`config.mk`:
```
export PLATFORM = sky130hd
export DESIGN_NAME = oifs_rx_interface
export DESIGN_NICKNAME = d
export VERILOG_FILES = /design/src/rtl/oifs_rx_interface.sv
export SDC_FILE = /design/constraint.sdc
export NUM_CORES = 1
export LEC_CHECK = 0
export ABC_CLOCK_PERIOD_IN_PS = 1600
export CAP_MARGIN = 10
export CORE_MARGIN = 5
export CORE_UTILIZATION = 50
export CTS_CLUSTER_SIZE = 12
export DETAILED_ROUTE_END_ITERATION = 10
export PLACE_DENSITY = 0.78
export SLEW_MARGIN = 5
export SYNTH_ARGS = -nofsm -noshare
export SYNTH_HDL_FRONTEND = slang
export SYNTH_SLANG_ARGS = --single-unit
```
`constraint.sdc`:
```
create_clock -name i_clk -period 1.6 [get_ports i_clk]
set_input_delay 0.32 -clock i_clk [delete_from_list [all_inputs] [get_ports i_clk]]
set_output_delay 0.32 -clock i_clk [all_outputs]
set_load 0.03 [all_outputs]
```
`src/rtl/oifs_rx_interface.sv`:
```
// -----------------------------------------------------------------------------
// oifs_rx_interface
// Receive side of the opto-isolated fast-serial link. Samples FSDO on the
// shared bit tick and deserialises frames of one start bit (0), DATA_W data
// bits (LSB first) and one channel/source bit. Each completed frame is
// presented on a one-entry valid/ready output register.
//
// Optional feature: define OIFS_RX_OVERRUN_EN to add the sticky o_overrun
// flag and its i_overrun_clr clear input. Without it, frames that arrive
// while the output register is still full are dropped silently.
// -----------------------------------------------------------------------------
module oifs_rx_interface #(
    parameter int DATA_W = 8,
    parameter int DFF_W  = 2
) (
    input  logic              i_clk,
    input  logic              i_arst,
    input  logic              i_tick,
    input  logic              i_fsdo,
    output logic              o_valid,
    output logic [DATA_W-1:0] o_data,
    output logic              o_channel,
    input  logic              i_ready,
`ifdef OIFS_RX_OVERRUN_EN
    output logic              o_overrun,
    input  logic              i_overrun_clr,
`endif
    output logic              o_busy
);

    // Counter only has to reach DATA_W-1; keep at least one bit.
    localparam int CNT_W = (DATA_W > 1) ? $clog2(DATA_W) : 1;
    localparam logic [CNT_W-1:0] CNT_LAST = CNT_W'(DATA_W - 1);

    typedef enum logic [1:0] {
        IDLE = 2'b00,
        DATA = 2'b01,
        CHAN = 2'b10
    } state_t;

    state_t             state_r;
    state_t             state_nx_s;
    logic [CNT_W-1:0]   cnt_r;
    logic [CNT_W-1:0]   cnt_nx_s;
    logic [DATA_W-1:0]  shift_r;
    logic [DATA_W-1:0]  shift_nx_s;
    logic [DFF_W-1:0]   sync_r;
    logic               fsdo_s;
    logic               frame_done_s;
    logic               accept_s;

    // Metastability synchroniser for the asynchronous opto output (no reset).
    always_ff @(posedge i_clk) begin
        sync_r <= {sync_r[DFF_W-2:0], i_fsdo};
    end

    assign fsdo_s       = sync_r[DFF_W-1];
    assign frame_done_s = i_tick & (state_r == CHAN);
    assign accept_s     = ~o_valid | i_ready;
    assign o_busy       = (state_r != IDLE);

    // Frame state, bit counter and shift register; they only move on ticks.
    always_ff @(posedge i_clk or posedge i_arst) begin
        if (i_arst) begin
            state_r <= IDLE;
            cnt_r   <= {CNT_W{1'b0}};
            shift_r <= {DATA_W{1'b1}};
        end else begin
            state_r <= state_nx_s;
            cnt_r   <= cnt_nx_s;
            shift_r <= shift_nx_s;
        end
    end

    // Next-state logic: start detect, LSB-first shift, channel bit.
    always_comb begin
        state_nx_s = state_r;
        cnt_nx_s   = cnt_r;
        shift_nx_s = shift_r;
        if (i_tick) begin
            case (state_r)
                IDLE: begin
                    // Leading marker/idle ones are skipped; a 0 is the start.
                    if (!fsdo_s) begin
                        state_nx_s = DATA;
                        cnt_nx_s   = {CNT_W{1'b0}};
                    end else begin
                        state_nx_s = IDLE;
                    end
                end
                DATA: begin
                    shift_nx_s = {fsdo_s, shift_r[DATA_W-1:1]};
                    if (cnt_r == CNT_LAST) begin
                        state_nx_s = CHAN;
                        cnt_nx_s   = {CNT_W{1'b0}};
                    end else begin
                        cnt_nx_s   = cnt_r + CNT_W'(1);
                    end
                end
                CHAN: begin
                    // Channel bit is consumed by the output register this tick.
                    state_nx_s = IDLE;
                end
                default: begin
                    state_nx_s = IDLE;
                    cnt_nx_s   = {CNT_W{1'b0}};
                end
            endcase
        end else begin
            state_nx_s = state_r;
        end
    end

    // One-entry output register: load on completion if empty or draining.
    always_ff @(posedge i_clk or posedge i_arst) begin
        if (i_arst) begin
            o_valid   <= 1'b0;
            o_data    <= {DATA_W{1'b0}};
            o_channel <= 1'b0;
        end else if (frame_done_s && accept_s) begin
            o_valid   <= 1'b1;
            o_data    <= shift_r;
            o_channel <= fsdo_s;
        end else if (o_valid && i_ready) begin
            o_valid   <= 1'b0;
        end else begin
            o_valid   <= o_valid;
        end
    end

`ifdef OIFS_RX_OVERRUN_EN
    // Sticky overrun flag: set on a dropped frame, set beats clear.
    always_ff @(posedge i_clk or posedge i_arst) begin
        if (i_arst) begin
            o_overrun <= 1'b0;
        end else if (frame_done_s && !accept_s) begin
            o_overrun <= 1'b1;
        end else if (i_overrun_clr) begin
            o_overrun <= 1'b0;
        end else begin
            o_overrun <= o_overrun;
        end
    end
`endif

endmodule

```
==> flow_summary.yaml <==
sta:
  rsz0062_at_grt: "no"
  slew_headroom: 0.774
  worst_pin_slew_ns: 0.336
  fin_crit_sh: 0.922
  hold_ws_ns: 0.342
  fmax_mhz: 678
  hold_violations: 0
  setup_violations: 0
  slew_violations: 0
  skew_ns: 0.00694
  fin_crit_ns: 1.48
die:
  initial_core_util: 0.516
  die_h_um: 54.8
  dieArea_um2: 3000
  num_rows: 16
  die_x_um: 54.8
  core_area_um2: 1940
  ios: 16
synth:
  synth.distinct_cells: 19
  avgSynthCellArea_um2: 15.2
  yosys.area_share.adder: 0.0250
  synth_ff_type: "dfrtp_1"
  synth_fp_nets: 73
  synth.area.top_cells: "dfrtp_1, dfstp_2, mux2_2"
  synthTopCellsByCount: "mux2_2, dfrtp_1, dfstp_2, inv_1"
  synth_top_family_by_area: "multiplexers"
  yosysTopAreaCellShare: 0.375
  yosysTopAreaCell: "dfrtp_1"
  yosysSeqAreaShare: 0.624
  synth-xor-area-share: 0
  synth_compound_area_frac: 0.0587
  muxShareOfSynthArea: 0.212
  synth_enable_flop_cells: 0
  synth-simple-area-share: 0.0537
  synth.most_common_cell: "mux2_2"
  synth_area_um2: 1000
  yosys_warnings: 0
  ys_ff_latch: 25
  synth_cells: 66
  synthArstFlopShare: 0.920
global_route:
  grt_start_max_net_pins: 24
  grt_pass1_vias: 654
  grt_pass1_wl_mm: 2.78
  gr-usage-met1: 0.157
  track_usage: 0.131
  antenna_found_initial: 0
  grt_overflow: 0
  use_met2: 0.226
  top_usage_layer: "met2"
  grt_use_met3: 0.0381
routing:
  ant_nets: 0
  wire_per_inst_um: 13.1
  drtIter0Drc: 1
  drt_first_pass_iters: 2
  drc: 0
  vias: 579
  viasPerCell: 4.87
  wl_mm: 1.56
pwr:
  leakage_nw: 0.636
  irDropWorstVdd_uv: 1130
  power_density_nw_per_um2: 1670
clock_network:
  clock_sinks: 25
  cts.path.max_buffers: 2
  clk_latency_ns: 0.30
  root_buffer: "clkbuf_4"
  post-cts-setup-buffers: 0
  cts_tree: "yes"
  cts_hold_buf: 0
  h-tree-depth: 1
  clkTransAtPathRegs_ns: 0.12
  ctsResizeCount: 13
  numCtsBuffers: 3
status:
  status: "complete, no violations"
finish:
  multi_input_area_um2: 350
  diodes: 0
  finalNetCount: 100
  fill_cells: 157
  design_area_um2: 1260
  register_area_um2: 626
  drive_above_1_share: 0.446
  area_delta_synth_final_pct: 25.7
critical_path:
  worstSetupStartpointType: "flip-flop"
  crit_type: "reg2out"
  critical_path_peak_fanout: 2
  cp-end-kind: "output port"
  crit_arrival_ns: 1.16
  cp.required_ns: 1.28
worst_hold_path:
  holdCritPathClass: "reg2reg"
placed_design:
  postPlaceCellArea_um2: 1250
  hpwl_mm: 1.18
  port_buffers: 15
  gp_congestion: 0.705
flow_run:
  maxCapViolCount: 0
where the power goes:
| group | internal [mW] | switching (mW) | total [mW] |
|---|---|---|---|
| logic | 0.402 | 0.384 | 0.786 |
| clock network | 0.0969 | 0.162 | 0.259 |
| registers | 0.931 | 0.128 | 1.06 |
| total | 1.43 | 0.675 | 2.10 |
cells by family after synthesis:
logic type | after synthesis
multiplexers | 19
AND/OR/NAND/NOR | 7
adder cells (fa/ha/maj) | 2
flip-flops | 25
AO/OA/AOI/OAI | 7
buffers and inverters | 6
registers in the layout, summed over array words and instances, names as in the netlist:
| register | cells |
|---|---|
| cnt_r | 3 |
| o_channel | 1 |
| o_data | 8 |
| o_valid | 1 |
| shift_r | 8 |
| state_r | 2 |
| sync_r | 2 |
final timing paths:
check                            from         end  slack (ns)  depth (start not counted)
min reg2reg                 sync_r[0]   sync_r[1]        0.34                          0
max reg2reg                state_r[0]   o_data[0]        0.17                          5
min                         sync_r[0]   sync_r[1]        0.34                          0
max                        state_r[1]      o_busy        0.12                          2
min in group asynchronous      i_arst     o_valid        0.35                          3
max in group asynchronous      i_arst  shift_r[0]        0.97                          3
per-stage QoR:
stage	utilization	TNS [ns]	instances	power, mW	setup WS (ns)
2_1_floorplan	-	0	66	1.60	0.317
3_3_place_gp	0.644	-1.17	115	1.90	-0.0681
6_report	0.649	0	119	2.10	0.124
4_1_cts	0.652	-0.00631	119	2.15	-0.00631
3_5_place_dp	0.644	-1.35	115	1.94	-0.0860
5_1_grt	0.649	0	119	2.26	0.0391
cell type report:
class                   count  share of cell area
well taps                  27              0.0268
repair buffers             23               0.163
flip-flops and latches     25               0.497
multi-input cells          35               0.278
inverters                   5              0.0149
clock buffers               4              0.0209
cell usage in the layout, fill, tap and decap left out:
cell type and count:
mux2_2 18, or2_2 1, o22ai_1 1, clkbuf_1 1, o22a_1 1, buf_4 7, ha_1 2, inv_1 5
or2b_1 1, mux2i_1 1, nor2_1 2, buf_12 1, dlygate4sd2_1 10, a21oi_4 1, dfxtp_1 2, nand3_1 1
clkbuf_4 3, nand3b_4 1, o21ai_0 2, buf_2 1, nand3b_1 1, a22o_1 2, dfstp_2 8, clkdlybuf4s50_1 4
dfrtp_1 15
critical path, stage by stage (launching register included):
cell and delay, ns:
dfrtp_1 0.40, or2_2 0.28, buf_2 0.18
routing by layer:
layer,up-vias,wire length (um)
met1,284,703
met2,9,767
li1,284,-
met4,0,14
met3,2,71
met5,-,0
No activity file was read; power rests on OpenSTA's default activity.
